## config.mk

```make
export PLATFORM = sky130hd
export DESIGN_NAME = wb_arbiter_flat
export DESIGN_NICKNAME = d
export VERILOG_FILES = /design/src/rtl/wb_arbiter_if.sv /design/src/rtl/wb_arbiter.sv /design/src/flat_wrapper.sv
export SDC_FILE = /design/constraint.sdc
export NUM_CORES = 1
export LEC_CHECK = 0
export BUFFER_PORTS_ARGS = -buffer_cell sky130_fd_sc_hd__buf_2
export CAP_MARGIN = 20
export CORE_MARGIN = 4
export CORE_UTILIZATION = 30
export CTS_CLUSTER_DIAMETER = 100
export DETAILED_ROUTE_END_ITERATION = 10
export GPL_TIMING_DRIVEN = 0
export SYNTH_ARGS = -nofsm -noshare
export SYNTH_HDL_FRONTEND = slang
export SYNTH_SLANG_ARGS = --single-unit
export TNS_END_PERCENT = 100
```

## constraint.sdc

```tcl
create_clock -name clk -period 5.3 [get_ports clk]
set_input_delay 1.325 -clock clk [delete_from_list [all_inputs] [get_ports clk]]
set_output_delay 1.325 -clock clk [all_outputs]
set_load 0.01 [all_outputs]
```

## src/rtl/wb_arbiter_if.sv

```systemverilog
// Writeback arbiter bus bundle: ALU/LSU result handshakes, issue-side scoreboard
// query, flush, and the registered register-file write port.
interface wb_arbiter_if #(
    parameter int XLEN = 64
);
    logic            alu_valid;
    logic            alu_ready;
    logic [4:0]      alu_rd;
    logic [XLEN-1:0] alu_data;

    logic            lsu_valid;
    logic            lsu_ready;
    logic [4:0]      lsu_rd;
    logic [XLEN-1:0] lsu_data;

    logic            iss_valid;
    logic [4:0]      iss_rd;
    logic [4:0]      iss_rs1;
    logic [4:0]      iss_rs2;
    logic            iss_stall;

    logic            flush;

    logic            wb_wen;
    logic [4:0]      wb_rd;
    logic [XLEN-1:0] wb_data;

    // Arbiter side.
    modport slave (
        input  alu_valid, alu_rd, alu_data,
        input  lsu_valid, lsu_rd, lsu_data,
        input  iss_valid, iss_rd, iss_rs1, iss_rs2,
        input  flush,
        output alu_ready, lsu_ready, iss_stall,
        output wb_wen, wb_rd, wb_data
    );

    // Pipeline / environment side.
    modport master (
        output alu_valid, alu_rd, alu_data,
        output lsu_valid, lsu_rd, lsu_data,
        output iss_valid, iss_rd, iss_rs1, iss_rs2,
        output flush,
        input  alu_ready, lsu_ready, iss_stall,
        input  wb_wen, wb_rd, wb_data
    );
endinterface

```

## src/rtl/wb_arbiter.sv

```systemverilog
// Writeback stage: round-robin arbitration between ALU and load results, one
// registered register-file write per cycle, and a busy scoreboard for issue hazards.
module wb_arbiter #(
    parameter int XLEN = 64
) (
    input  logic          clk,
    input  logic          rst,
    wb_arbiter_if.slave   bus
);

    // Which source wins the next contended cycle.
    typedef enum logic {
        PRI_ALU = 1'b0,
        PRI_LSU = 1'b1
    } rr_e;

    rr_e             rr_q, rr_d;
    logic            grant_alu, grant_lsu;

    logic            wb_wen_q, wb_wen_d;
    logic [4:0]      wb_rd_q, wb_rd_d;
    logic [XLEN-1:0] wb_data_q, wb_data_d;

    logic [31:0]     busy_q, busy_d;
    logic            iss_stall;
    logic            iss_set;

    always_comb begin
        grant_alu = 1'b0;
        grant_lsu = 1'b0;
        rr_d      = rr_q;
        if (bus.alu_valid && bus.lsu_valid) begin
            if (rr_q == PRI_ALU) begin
                grant_alu = 1'b1;
                rr_d      = PRI_LSU;
            end else begin
                grant_lsu = 1'b1;
                rr_d      = PRI_ALU;
            end
        end else begin
            grant_alu = bus.alu_valid;
            grant_lsu = bus.lsu_valid;
        end
    end

    assign bus.alu_ready = grant_alu;
    assign bus.lsu_ready = grant_lsu;

    // Writes to x0 still load rd/data but never raise the write enable.
    always_comb begin
        wb_wen_d  = 1'b0;
        wb_rd_d   = wb_rd_q;
        wb_data_d = wb_data_q;
        if (grant_alu) begin
            wb_wen_d  = (bus.alu_rd != 5'd0);
            wb_rd_d   = bus.alu_rd;
            wb_data_d = bus.alu_data;
        end else if (grant_lsu) begin
            wb_wen_d  = (bus.lsu_rd != 5'd0);
            wb_rd_d   = bus.lsu_rd;
            wb_data_d = bus.lsu_data;
        end
    end

    assign iss_stall     = busy_q[bus.iss_rs1] | busy_q[bus.iss_rs2] | busy_q[bus.iss_rd];
    assign bus.iss_stall = iss_stall;
    assign iss_set       = bus.iss_valid & ~iss_stall & (bus.iss_rd != 5'd0);

    // Clear lands on the same edge as the regfile commit; a same-edge set wins,
    // and flush beats both.
    always_comb begin
        busy_d = busy_q;
        if (wb_wen_q) begin
            busy_d[wb_rd_q] = 1'b0;
        end
        if (iss_set) begin
            busy_d[bus.iss_rd] = 1'b1;
        end
        if (bus.flush) begin
            busy_d = '0;
        end
        busy_d[0] = 1'b0;
    end

    always_ff @(posedge clk or posedge rst) begin
        if (rst) begin
            rr_q      <= PRI_ALU;
            wb_wen_q  <= 1'b0;
            wb_rd_q   <= 5'd0;
            wb_data_q <= '0;
            busy_q    <= '0;
        end else begin
            rr_q      <= rr_d;
            wb_wen_q  <= wb_wen_d;
            wb_rd_q   <= wb_rd_d;
            wb_data_q <= wb_data_d;
            busy_q    <= busy_d;
        end
    end

    assign bus.wb_wen  = wb_wen_q;
    assign bus.wb_rd   = wb_rd_q;
    assign bus.wb_data = wb_data_q;

endmodule

```

## src/flat_wrapper.sv

```systemverilog
// flat-port wrapper written by rule: the top's interface ports become plain ports
module wb_arbiter_flat 
#(
    parameter int XLEN = 64
)
  (clk, rst, bus_alu_valid, bus_alu_rd, bus_alu_data, bus_lsu_valid, bus_lsu_rd, bus_lsu_data, bus_iss_valid, bus_iss_rd, bus_iss_rs1, bus_iss_rs2, bus_flush, bus_alu_ready, bus_lsu_ready, bus_iss_stall, bus_wb_wen, bus_wb_rd, bus_wb_data);
  wb_arbiter_if #(.XLEN(XLEN)) bus_i ();
  input  logic clk;
  input  logic rst;
  input wire logic [$bits(bus_i.alu_valid)-1:0] bus_alu_valid;
  input wire logic [$bits(bus_i.alu_rd)-1:0] bus_alu_rd;
  input wire logic [$bits(bus_i.alu_data)-1:0] bus_alu_data;
  input wire logic [$bits(bus_i.lsu_valid)-1:0] bus_lsu_valid;
  input wire logic [$bits(bus_i.lsu_rd)-1:0] bus_lsu_rd;
  input wire logic [$bits(bus_i.lsu_data)-1:0] bus_lsu_data;
  input wire logic [$bits(bus_i.iss_valid)-1:0] bus_iss_valid;
  input wire logic [$bits(bus_i.iss_rd)-1:0] bus_iss_rd;
  input wire logic [$bits(bus_i.iss_rs1)-1:0] bus_iss_rs1;
  input wire logic [$bits(bus_i.iss_rs2)-1:0] bus_iss_rs2;
  input wire logic [$bits(bus_i.flush)-1:0] bus_flush;
  output wire logic [$bits(bus_i.alu_ready)-1:0] bus_alu_ready;
  output wire logic [$bits(bus_i.lsu_ready)-1:0] bus_lsu_ready;
  output wire logic [$bits(bus_i.iss_stall)-1:0] bus_iss_stall;
  output wire logic [$bits(bus_i.wb_wen)-1:0] bus_wb_wen;
  output wire logic [$bits(bus_i.wb_rd)-1:0] bus_wb_rd;
  output wire logic [$bits(bus_i.wb_data)-1:0] bus_wb_data;
  assign bus_i.alu_valid = bus_alu_valid;
  assign bus_i.alu_rd = bus_alu_rd;
  assign bus_i.alu_data = bus_alu_data;
  assign bus_i.lsu_valid = bus_lsu_valid;
  assign bus_i.lsu_rd = bus_lsu_rd;
  assign bus_i.lsu_data = bus_lsu_data;
  assign bus_i.iss_valid = bus_iss_valid;
  assign bus_i.iss_rd = bus_iss_rd;
  assign bus_i.iss_rs1 = bus_iss_rs1;
  assign bus_i.iss_rs2 = bus_iss_rs2;
  assign bus_i.flush = bus_flush;
  assign bus_alu_ready = bus_i.alu_ready;
  assign bus_lsu_ready = bus_i.lsu_ready;
  assign bus_iss_stall = bus_i.iss_stall;
  assign bus_wb_wen = bus_i.wb_wen;
  assign bus_wb_rd = bus_i.wb_rd;
  assign bus_wb_data = bus_i.wb_data;
  wb_arbiter #(.XLEN(XLEN)) u_core (.clk(clk), .rst(rst), .bus(bus_i));
endmodule
```

After elaboration in Yosys (flattened, before gate mapping)
Index checks and enable logic that the tools add are counted.

word-level totals
  flip-flop bits (word level) = 102
  latch bits = 0
  RAM bits = 0
  memory bits (read-only) = 0
  bits of input ports = 159
  output and inout port bits = 73
  word-level logic and storage cells = 49
  memories kept = 0

operators by class
  $add $sub $neg = 0
  multiply operators = 0
  div/mod/pow operators = 0
  order comparisons = 6
  eq/ne operators = 0
  shifts and indexed selects = 0
  mux-type cells = 23
  bitwise operators = 8
  reductions and logical operators = 7

operators with widths
  cell                                                                                 count
  64-bit 2-to-1 mux                                                                    2
  32-bit 2-to-1 mux                                                                    3
  32-bit bitwise AND                                                                   1
  32-bit inverter                                                                      1
  32-bit bitwise OR                                                                    1
  5-bit by 6-bit less-than comparator with 1-bit output, second input constant         4
  1-bit binary-select mux with 5-bit select                                            3
  5-bit nonzero test                                                                   3
  1-bit 2-to-1 mux                                                                     11
  1-bit demux with 5-bit select                                                        2
  5-bit by 1-bit greater-or-equal comparator with 1-bit output, second input constant  2
  5-bit 2-to-1 mux                                                                     2
  1-bit logical AND                                                                    3
  1-bit bitwise AND                                                                    2
  1-bit bitwise OR                                                                     2
  2-bit nonzero test                                                                   1
  1-bit inverter                                                                       1

Longest topological paths before layout
Gate-level depths: netlist of the first run.

  depth after elaboration = 10
  gate-level depth with buffers = 8
  mapped depth without buffers = 6

Least setup slack after synthesis of the first run
OpenSTA, ideal clock, no wires.

  kind = input port to output port
  start point = input port bus_iss_rd[1]
  end point = output port bus_iss_stall
  data arrival time = 2,907 ps
  data required time = 3,975 ps
  slack = 1,068 ps
  stages on the path = 8
  buffers on the path = 3
  cell sequence = clkbuf_1 > buf_2 > mux2i_1 > a31oi_1 > a41oi_2 > nand3_4 > buf_6 > or2_1

on the way
  word-level cells in the longest chain between the ends = 3

ends and longest elaborated chain
  what                                       line                source
  from (decl)                                flat_wrapper.sv:17  input wire logic [$bits(bus_i.iss_rd)-1:0] bus_iss_rd;
  1-bit binary-select mux with 5-bit select  wb_arbiter.sv:65    assign iss_stall = busy_q[bus.iss_rs1] | busy_q[bus.iss_rs2] | busy_q[bus.iss_rd];
  1-bit 2-to-1 mux (not written as such)     wb_arbiter.sv:65
  1-bit bitwise OR                           wb_arbiter.sv:65
  to (decl)                                  flat_wrapper.sv:23  output wire logic [$bits(bus_i.iss_stall)-1:0] bus_iss_stall;

No other way between the ends. The select of a mux whose other input is x is not followed.

Worst setup path after layout of the first run
  start point = input port bus_alu_valid
  end point = output port bus_alu_ready

on the way
  word-level cells in the longest chain between the ends = 2

ends and longest elaborated chain
  what                  line                source
  from (decl)           flat_wrapper.sv:10  input wire logic [$bits(bus_i.alu_valid)-1:0] bus_alu_valid;
  1-bit logical AND     wb_arbiter.sv:32    if (bus.alu_valid && bus.lsu_valid) begin
  1-bit 2-to-1 mux (*)  wb_arbiter.sv:32
  to (decl)             flat_wrapper.sv:21  output wire logic [$bits(bus_i.alu_ready)-1:0] bus_alu_ready;

Mark *: on every way between the ends. The rest lies on a longest branch, timed or not.

==> impl_metrics.env, run 1 <==
export IMPL_grt_busiest_layer="met2"
export IMPL_drt_iter0_markers=318
export IMPL_post_dp_cell_area_um2=7080
export IMPL_report_final_slew_viol_count=0
export IMPL_critPathKind="input pin to output pin"
export IMPL_layout_cell_area_non_filler_um2=7400
export IMPL_clk_pin_slew_ns=0.08
export IMPL_worst_setup_path_end_kind="output pin"
export IMPL_post_synthesis_cell_count=576
export IMPL_finalNonFillerCells=1050
export IMPL_post_synth_instance_area_um2=5630
export IMPL_synth_seq_cells=102
export IMPL_synth_distinct_cells=48
export IMPL_cts_path_max_buffers=2
export IMPL_worst_ep_arrival_time_ns=3.49
export IMPL_hold_fix_buffers_cts=0
export IMPL_layout_area_overhead_vs_synth_pct=31.3
export IMPL_cts_setup_buffers=0
export IMPL_powerDensity_nw_per_um2=307
export IMPL_postSynth_asyncResetShare_pct=100
export IMPL_max_cap_violations=0
export IMPL_drt_vias_per_instance=5.18
export IMPL_dr_pass1_iters=5
export IMPL_number_of_global_route_vias_before_repair=5635
export IMPL_synth_fp_nets=735
export IMPL_globalRoute_totalOverflow=0
export IMPL_cts_root_buf="sky130_fd_sc_hd__clkbuf_16"
export IMPL_clock_tree_from_tritoncts="built"
export IMPL_placed_cells=1032
export IMPL_timing_critical_path_from="bus_alu_valid"
export IMPL_number_of_antenna_violations_at_the_first_check_in_global_routing=5
export IMPL_dieHeight_um=145
export IMPL_tritoncts_num_sinks=102
export IMPL_fp_dieW_um=145
export IMPL_yosys_most_used_dff="sky130_fd_sc_hd__dfrtp_1"
export IMPL_clock_skew_after_layout_ns=0.0176
export IMPL_achievable_frequency_mhz=208
export IMPL_final_period_utilization_pct=90.8
export IMPL_port_buffers=226
export IMPL_die_area_um2=21000
export IMPL_cp_start_kind="input pin"
export IMPL_grt_pass1_wl_um=31700
export IMPL_clock_insertion_delay_worst_skew_ns=0.37
export IMPL_layout_nets=973
export IMPL_drive_gt1_share_pct=35.3
export IMPL_hpwlAfterDp_um=15600
export IMPL_reg2reg_slack_ns=2.71
export IMPL_leakage_power_summed_over_all_cells_nw=3.63
export IMPL_synth_edf_count=0
export IMPL_boundaryPins=232
export IMPL_grt_util_met3_pct=5.58
export IMPL_finalWirelength_um=20200
export IMPL_place_congestion=0.912
export IMPL_final_hold_viol_count=0
export IMPL_setup_violations_final=0
export IMPL_synth_yosys_seq_area_share_pct=45.3
export IMPL_launch_instance_of_the_worst_register_to_register_path="u_core.rr_q$_DFFE_PP0P_"
export IMPL_timing_worst_slew_pin_value_ns=0.667
export IMPL_ctsResizeCount=0
export IMPL_met1_usage_pct=22.9
export IMPL_relSlewSlack_pct=55.4
export IMPL_status="finished clean"
export IMPL_vias=5443
export IMPL_hold_class="flip-flop to flip-flop"
export IMPL_drt_wirelength_per_cell_um=19.3
export IMPL_ys_warn_count=0
export IMPL_maximum_fanout_along_the_worst_path=10
export IMPL_htree_num_levels=3
export IMPL_setup_worst_path_end="bus_alu_ready"
export IMPL_grt_met2_usage_pct=32.9
export IMPL_r2r_end="u_core.bus.wb_data[61]$_DFFE_PP0P_"
export IMPL_vdd_drop_max_mv=0.151
export IMPL_antenna_left=0
export IMPL_grtUsageTotal_pct=19.0
export IMPL_drc=0
export IMPL_rows=49
export IMPL_post_layout_min_period_ns=4.81
export IMPL_avgSynthCellArea_um2=9.78
export IMPL_number_of_buffers_created_by_cts=9
export IMPL_core_area_um2=18200
export IMPL_starting_density_of_the_core_pct=30.9
export IMPL_worst_ep_required_time_ns=3.97
export IMPL_rsz0062_at_grt="no"
export IMPL_worstRegToRegCells=6
export IMPL_grt_start_max_net_pins=67
## cell type report
cell class	count	area (um2)
Inverter	14	55.1
Timing Repair Buffer	227	1160
Buffer	44	236
Sequential cell	102	2550
Antenna cell	2	5.00
Clock inverter	7	86.3
Multi-Input combinational cell	416	2790
Tap cell	229	287
Clock buffer	9	225
Fill cell	1855	10800
## Yosys cell counts, drive strengths merged, types with 7 or more instances
master,n,area share [%]
nor2b,20,2.2
nand2,157,10
dfrtp,102,45
mux4,15,6.2
o21ai,20,1.8
clkbuf,32,2.1
inv,13,0.87
a21oi,7,0.69
buf,12,2.1
nand3b,21,2.8
nor2,13,0.87
o41ai,31,5.8
a22oi,65,8.7
mux2i,11,2.0
nand3,7,0.84
## per-layer routing
metal	up-vias	wire (um)
li1	2593	-
met1	2621	8240
met2	192	10000
met3	31	1520
met4	6	420
met5	-	34
## registers in the layout, indices dropped and copies added (netlist names)
name / flops
u_core.bus.wb_data: 64
u_core.bus.wb_rd: 5
u_core.bus.wb_wen: 1
u_core.busy_q: 31
u_core.rr_q: 1
## power breakdown
part,switching [W],leakage [nW],internal (W)
clock,0.000355,0.150,0.000338
sequential,0.0000663,1.28,0.000887
combinational,0.000384,2.20,0.000242
## placed cells by master (no fill, tap or decap), types with 7 or more instances in the layout
master                      count
sky130_fd_sc_hd__nor2_1        13
sky130_fd_sc_hd__inv_1         12
sky130_fd_sc_hd__o21ai_0       20
sky130_fd_sc_hd__nor2b_1       20
sky130_fd_sc_hd__mux2i_1       11
sky130_fd_sc_hd__nand2_1      157
sky130_fd_sc_hd__buf_2        229
sky130_fd_sc_hd__clkbuf_16      9
sky130_fd_sc_hd__clkbuf_1      32
sky130_fd_sc_hd__o41ai_2        7
sky130_fd_sc_hd__mux4_2        12
sky130_fd_sc_hd__buf_6          9
sky130_fd_sc_hd__a22oi_1       65
sky130_fd_sc_hd__dfrtp_1      102
sky130_fd_sc_hd__nand3b_1      21
sky130_fd_sc_hd__o41ai_1       24
## worst min-delay path by stage
stage | start | to | slack [ns] | cells past startpoint
after floorplan | u_core.rr_q$_DFFE_PP0P_ | u_core.rr_q$_DFFE_PP0P_ | 0.44 | 1
after detailed placement | u_core.rr_q$_DFFE_PP0P_ | u_core.rr_q$_DFFE_PP0P_ | 0.46 | 1
after CTS | u_core.rr_q$_DFFE_PP0P_ | u_core.rr_q$_DFFE_PP0P_ | 0.48 | 1
after global routing | u_core.rr_q$_DFFE_PP0P_ | u_core.rr_q$_DFFE_PP0P_ | 0.50 | 1
final | u_core.rr_q$_DFFE_PP0P_ | u_core.rr_q$_DFFE_PP0P_ | 0.47 | 1
after global placement | u_core.rr_q$_DFFE_PP0P_ | u_core.rr_q$_DFFE_PP0P_ | 0.45 | 1
## through the flow
step	util, %	setup TNS, ns	hold slack [ns]	power (W)	worst slack [ns]
3_5_place_dp	38.9	0	0.461	0.00160	0.370
5_1_grt	40.6	0	0.503	0.00240	0.0664
2_1_floorplan	-	0	0.440	0.00130	1.07
4_1_cts	40.6	0	0.476	0.00230	0.381
3_3_place_gp	38.7	-4.60	0.455	0.00159	-0.0556
6_report	40.6	0	0.469	0.00227	0.488
## critical path, cell delays in order
cell and delay (ns):
sky130_fd_sc_hd__buf_2 0.12, sky130_fd_sc_hd__inv_1 0.04, sky130_fd_sc_hd__o21ai_0 0.44, sky130_fd_sc_hd__clkinv_1 0.39, sky130_fd_sc_hd__nor2_1 0.56, sky130_fd_sc_hd__clkbuf_1 0.41
sky130_fd_sc_hd__buf_2 0.21
## kinds of logic after synthesis
group / Yosys count / synth area share [%]
simple gates: 239 / 19.9
compound gates: 144 / 20.1
flops: 102 / 45.3
buf+inv: 58 / 5.13
mux: 32 / 9.42
xor+xnor: 1 / 0.156
No activity file was read; power rests on OpenSTA's default activity.
==> inputs of run 2 (changes only) <==
--- a/config.mk
+++ b/config.mk
@@ -7,11 +7,14 @@
 export LEC_CHECK = 0
 export BUFFER_PORTS_ARGS = -buffer_cell sky130_fd_sc_hd__buf_2
 export CAP_MARGIN = 20
+export CORE_ASPECT_RATIO = 0.75
 export CORE_MARGIN = 4
 export CORE_UTILIZATION = 30
 export CTS_CLUSTER_DIAMETER = 100
 export DETAILED_ROUTE_END_ITERATION = 10
 export GPL_TIMING_DRIVEN = 0
+export MAX_ROUTING_LAYER = met4
+export SKIP_CTS_REPAIR_TIMING = 1
 export SYNTH_ARGS = -nofsm -noshare
 export SYNTH_HDL_FRONTEND = slang
 export SYNTH_SLANG_ARGS = --single-unit
==> impl_metrics.env, run 2 (synthesis gave the netlist of run 1 again) <==
export IMPL_power_net_switching_w=0.000781
export IMPL_finalWirelength_um=19900
export IMPL_relative_contribution_of_combinational_cells_to_total_power_pct=28.0
export IMPL_status="finished clean"
export IMPL_launch_instance_of_the_worst_register_to_register_path="u_core.rr_q$_DFFE_PP0P_"
export IMPL_final_standard_cell_utilization_of_the_core_pct=40.1
export IMPL_drt_wirelength_per_cell_um=18.5
export IMPL_max_cap_violations=0
export IMPL_leakage_power_summed_over_all_cells_nw=3.62
export IMPL_worst_ep_arrival_time_ns=3.49
export IMPL_final_hold_viol_count=0
export IMPL_worst_setup_path_end_kind="output pin"
export IMPL_placed_cells=1050
export IMPL_cp_start_kind="input pin"
export IMPL_cts_path_max_buffers=2
export IMPL_grt_pass1_wl_um=30800
export IMPL_worstRegToRegCells=6
export IMPL_hold_path_endpoint="u_core.rr_q$_DFFE_PP0P_"
export IMPL_final_cell_mix="229 x sky130_fd_sc_hd__buf_2, 157 x sky130_fd_sc_hd__nand2_1, 102 x sky130_fd_sc_hd__dfrtp_1"
export IMPL_worst_ep_required_time_ns=3.97
export IMPL_reg2reg_slack_ns=2.74
export IMPL_worst_hold_path_stage_count=1
export IMPL_port_buffers=226
export IMPL_number_of_antenna_violations_at_the_first_check_in_global_routing=4
export IMPL_p_clk_share_pct=29.6
export IMPL_largest_register_ffs=64
export IMPL_power_switching_share_pct=34.8
export IMPL_place_congestion=0.922
export IMPL_cell_internal_pwr_w=0.00146
export IMPL_grt_start_max_net_pins=63
export IMPL_number_of_global_route_vias_before_repair=5474
export IMPL_vias=5484
export IMPL_fp_dieW_um=166
export IMPL_layout_nets=973
export IMPL_critPathKind="input pin to output pin"
export IMPL_final_period_utilization_pct=90.8
export IMPL_layout_area_overhead_vs_synth_pct=31.5
export IMPL_crit_path_top_delay_cell="sky130_fd_sc_hd__nor2_1"
export IMPL_hpwlAfterDp_um=15500
export IMPL_achievable_frequency_mhz=208
export IMPL_clock_tree_from_tritoncts="built"
export IMPL_clock_skew_after_layout_ns=0.0113
export IMPL_drc=0
export IMPL_finalNonFillerCells=1071
export IMPL_number_of_buffers_created_by_cts=9
export IMPL_dr_pass1_iters=5
export IMPL_r2r_end="u_core.bus.wb_data[3]$_DFFE_PP0P_"
export IMPL_hold_class="flip-flop to flip-flop"
export IMPL_globalRoute_totalOverflow=0
export IMPL_hold_ws_ns=0.475
export IMPL_grtUsageTotal_pct=19.0
export IMPL_powerDensity_nw_per_um2=303
export IMPL_drt_iter0_markers=382
export IMPL_drt_vias_per_instance=5.12
export IMPL_rsz0062_at_grt="no"
export IMPL_cts_root_buf="sky130_fd_sc_hd__clkbuf_16"
export IMPL_vdd_drop_max_mv=0.192
export IMPL_clock_insertion_delay_worst_skew_ns=0.35
export IMPL_worst_hold_startpoint="u_core.rr_q$_DFFE_PP0P_"
export IMPL_timing_critical_path_slowest_cell_delay_ns=0.56
export IMPL_clk_pin_slew_ns=0.08
export IMPL_maximum_fanout_along_the_worst_path=10
export IMPL_die_area_um2=21100
export IMPL_seq_power_share_pct=42.4
export IMPL_timing_worst_slew_pin_value_ns=0.637
export IMPL_dieHeight_um=127
export IMPL_setup_violations_final=0
export IMPL_rows=43
export IMPL_relSlewSlack_pct=57.4
export IMPL_antenna_left=0
export IMPL_core_area_um2=18500
export IMPL_cpMostUsedCell="sky130_fd_sc_hd__buf_2"
export IMPL_post_layout_min_period_ns=4.81
export IMPL_path_cells="buf_2 -> inv_1 -> o21ai_0 -> clkinv_1 -> nor2_1 -> clkbuf_1 -> buf_2"
export IMPL_tritoncts_num_sinks=102
export IMPL_drive_gt1_share_pct=35.2
export IMPL_boundaryPins=232
export IMPL_mostFrequentLayoutCell="sky130_fd_sc_hd__buf_2"
export IMPL_starting_density_of_the_core_pct=30.5
export IMPL_report_final_slew_viol_count=0
export IMPL_htree_num_levels=3
[run 2: worst max path at each step]
stage	from	end	slack, ns	depth (start not counted)
final	bus_alu_valid	bus_alu_ready	0.49	7
after global routing	bus_alu_valid	bus_alu_ready	0.16	7
after CTS	bus_alu_valid	bus_alu_ready	0.39	7
after detailed placement	bus_alu_valid	bus_alu_ready	0.38	7
after global placement	rst	u_core.bus.wb_data[40]$_DFFE_PP0P_	-0.15	2
after floorplan	bus_iss_rd[1]	bus_iss_stall	1.07	8
[run 2: final cells by class]
type	count	area, um2
repair buffers	227	1160
plain buffers	44	236
clock inverters	6	62.6
multi-input cells	416	2790
diodes	5	12.5
well taps	247	309
fillers	1886	11000
flip-flops and latches	102	2550
inverters	14	55.1
clock buffers	10	229
[run 2: power groups by stage]
stage          clock [W]  combinational, W  sequential (W)
6_report        0.000665          0.000628        0.000951
5_1_grt         0.000707          0.000693        0.000964
4_1_cts         0.000681          0.000637        0.000950
3_5_place_dp           0          0.000637        0.000964
3_3_place_gp           0          0.000629        0.000964
2_1_floorplan          0          0.000290         0.00101
[run 2: layer usage]
metal | global-route usage (%) | vias up | part of all wire (%)
li1 | - | 2593 | -
met1 | 24.1 | 2633 | 42
met2 | 30.1 | 234 | 47
met3 | 5.92 | 24 | 9.1
met4 | 4.32 | 0 | 1.7
met5 | - | - | 0
[run 2: through the flow]
stage / instance area (um2) / setup WS, ns / setup TNS (ns) / power (W)
after floorplan: 5630 / 1.07 / 0 / 0.00130
after global placement: 7070 / -0.152 / -14.87 / 0.00159
after detailed placement: 7100 / 0.383 / 0 / 0.00160
after CTS: 7390 / 0.392 / 0 / 0.00227
after global routing: 7400 / 0.163 / 0 / 0.00236
final: 7410 / 0.489 / 0 / 0.00224
[run 2: worst max-delay path, delay by kind of cell]
kind | cells | cell delay [ns]
AOI/OAI and AO/OA | 1 | 0.44
buffers and inverters | 5 | 1.16
and+or+nand+nor | 1 | 0.56
==> inputs of run 3 (changes only) <==
--- a/config.mk
+++ b/config.mk
@@ -7,13 +7,15 @@
 export LEC_CHECK = 0
 export BUFFER_PORTS_ARGS = -buffer_cell sky130_fd_sc_hd__buf_2
 export CAP_MARGIN = 20
-export CORE_ASPECT_RATIO = 0.75
+export CORE_ASPECT_RATIO = 1.75
 export CORE_MARGIN = 4
-export CORE_UTILIZATION = 30
+export CORE_UTILIZATION = 45
 export CTS_CLUSTER_DIAMETER = 100
 export DETAILED_ROUTE_END_ITERATION = 10
 export GPL_TIMING_DRIVEN = 0
 export MAX_ROUTING_LAYER = met4
+export PLACE_DENSITY = 0.76
+export SETUP_SLACK_MARGIN = 0.02
 export SKIP_CTS_REPAIR_TIMING = 1
 export SYNTH_ARGS = -nofsm -noshare
 export SYNTH_HDL_FRONTEND = slang
==> impl_metrics.env, run 3 (synthesis gave the netlist of run 1 again) <==
export IMPL_timing_worst_slew_pin_value_ns=0.612
export IMPL_multi_input_comb_area_um2=2790
export IMPL_layout_area_overhead_vs_synth_pct=29.1
export IMPL_setup_ws_ns=0.501
export IMPL_area_taken_by_flip_flops_and_latches_um2=2550
export IMPL_boundaryPins=232
export IMPL_critPathKind="input pin to output pin"
export IMPL_hold_path_endpoint="u_core.bus.wb_data[1]$_DFFE_PP0P_"
export IMPL_max_cap_violations=0
export IMPL_number_of_antenna_violations_at_the_first_check_in_global_routing=0
export IMPL_port_buffers=226
export IMPL_rsz0062_at_grt="no"
export IMPL_leakage_power_summed_over_all_cells_nw=3.60
export IMPL_largest_register_ffs=64
export IMPL_num_fill_cells=1069
export IMPL_drive_gt1_share_pct=34.9
export IMPL_clock_tree_from_tritoncts="built"
export IMPL_hpwlAfterDp_um=17300
export IMPL_fp_dieW_um=92.6
export IMPL_final_hold_viol_count=0
export IMPL_htree_num_levels=3
export IMPL_number_of_global_route_vias_before_repair=5804
export IMPL_final_cell_mix="229 x sky130_fd_sc_hd__buf_2, 157 x sky130_fd_sc_hd__nand2_1, 102 x sky130_fd_sc_hd__dfrtp_1"
export IMPL_mostFrequentLayoutCell="sky130_fd_sc_hd__buf_2"
export IMPL_antenna_diode_count=0
export IMPL_worst_hold_startpoint="u_core.bus.wb_data[1]$_DFFE_PP0P_"
export IMPL_clock_insertion_delay_worst_skew_ns=0.34
export IMPL_grt_start_max_net_pins=75
export IMPL_starting_density_of_the_core_pct=46.4
export IMPL_place_congestion=1.03
export IMPL_drc=0
export IMPL_dp_worst_setup_slack_ns=0.532
export IMPL_grt_pass1_wl_um=31800
export IMPL_dr_pass1_iters=5
export IMPL_dieHeight_um=156
export IMPL_drt_wirelength_per_cell_um=21.3
export IMPL_maximum_fanout_along_the_worst_path=10
export IMPL_powerDensity_nw_per_um2=305
export IMPL_rows=53
export IMPL_achievable_frequency_mhz=208
export IMPL_cts_root_buf="sky130_fd_sc_hd__clkbuf_16"
export IMPL_final_period_utilization_pct=90.5
export IMPL_relSlewSlack_pct=58.9
export IMPL_worstRegToRegCells=6
export IMPL_finalWirelength_um=21000
export IMPL_launch_instance_of_the_worst_register_to_register_path="u_core.busy_q[26]$_DFF_PP0_"
export IMPL_worst_setup_path_end_kind="output pin"
export IMPL_antenna_left=0
export IMPL_clock_skew_after_layout_ns=0.00754
export IMPL_tritoncts_num_sinks=102
export IMPL_report_final_slew_viol_count=0
export IMPL_cts_path_max_buffers=2
export IMPL_r2r_end="u_core.busy_q[21]$_DFF_PP0_"
export IMPL_reg2reg_slack_ns=2.76
export IMPL_worst_hold_path_stage_count=2
export IMPL_core_area_um2=12100
export IMPL_worst_ep_required_time_ns=3.97
export IMPL_globalRoute_totalOverflow=0
export IMPL_number_of_buffers_created_by_cts=9
export IMPL_vdd_drop_max_mv=0.255
export IMPL_layout_nets=973
export IMPL_worst_ep_arrival_time_ns=3.47
export IMPL_drt_vias_per_instance=5.78
export IMPL_post_layout_min_period_ns=4.80
export IMPL_status="finished clean"
export IMPL_hold_class="flip-flop to flip-flop"
export IMPL_setup_violations_final=0
export IMPL_grtUsageTotal_pct=29.9
export IMPL_clk_pin_slew_ns=0.07
export IMPL_timing_setup_tns_ns=0
export IMPL_drt_iter0_markers=550
export IMPL_die_area_um2=14400
export IMPL_cp_start_kind="input pin"
export IMPL_vias=5689
==> run 3: changes by cell type in the layout (fill, tap and decap cells not counted), sizes merged <==
| cell | previous run | this run |
|---|---|---|
| clkbuf | 42 | 44 |
| clkinv | 3 | 2 |
| clkinvlp | 0 | 2 |
| diode | 5 | 0 |
| inv | 17 | 14 |
==> run 3: through the flow <==
stage | hold WS (ns) | power, W | cells | cell area [um2] | utilization (%)
finish | 0.497 | 0.00222 | 984 | 7270 | 59.9
global route | 0.520 | 0.00232 | 984 | 7270 | 59.9
CTS | 0.502 | 0.00222 | 984 | 7270 | 59.9
detailed placement | 0.487 | 0.00162 | 968 | 7000 | 57.7
global placement | 0.454 | 0.00159 | 967 | 6970 | 57.4
floorplan | 0.440 | 0.00130 | 576 | 5630 | -
==> run 3: critical path, cell delays in order <==
cell                       delay, ns
sky130_fd_sc_hd__clkbuf_1       0.41
sky130_fd_sc_hd__buf_2          0.37
sky130_fd_sc_hd__mux2i_1        0.23
sky130_fd_sc_hd__mux2i_1        0.11
sky130_fd_sc_hd__a21oi_1        0.18
sky130_fd_sc_hd__o211ai_2       0.26
sky130_fd_sc_hd__buf_6          0.24
sky130_fd_sc_hd__or2_1          0.21
sky130_fd_sc_hd__buf_2          0.13
==> run 3: area by class of cell <==
type / count / share of cell area [%]
plain buffers: 44 / 3.25
clock buffers: 12 / 3.25
clock inverters: 4 / 0.448
inverters: 14 / 0.757
multi-input cells: 416 / 38.4
flip-flops and latches: 102 / 35.1
well taps: 165 / 2.84
repair buffers: 227 / 15.9
==> run 3: where the power goes <==
| part | switching (W) | internal (W) | leakage, nW |
|---|---|---|---|
| combinational | 0.000396 | 0.000242 | 2.20 |
| sequential | 0.0000780 | 0.000888 | 1.28 |
| clock | 0.000290 | 0.000322 | 0.123 |
| total | 0.000763 | 0.00145 | 3.60 |
==> run 3: per-layer routing <==
layer	track usage, %	vias to the layer above	wire length [um]
met2	51.6	324	11000
met4	11.6	0	670
li1	-	2588	-
met3	4.73	47	1860
met1	34.7	2730	7460
met5	-	-	0
==> run 3: worst max path at each step <==
stage	endpoint	slack [ns]	cells after the start	startpoint
global route	bus_alu_ready	0.30	7	bus_alu_valid
finish	bus_iss_stall	0.50	9	bus_iss_rd[1]
floorplan	bus_iss_stall	1.07	8	bus_iss_rd[1]
detailed placement	bus_iss_stall	0.53	9	bus_iss_rd[1]
global placement	u_core.bus.wb_data[14]$_DFFE_PP0P_	0.22	2	rst
CTS	bus_iss_stall	0.52	9	bus_iss_rd[1]
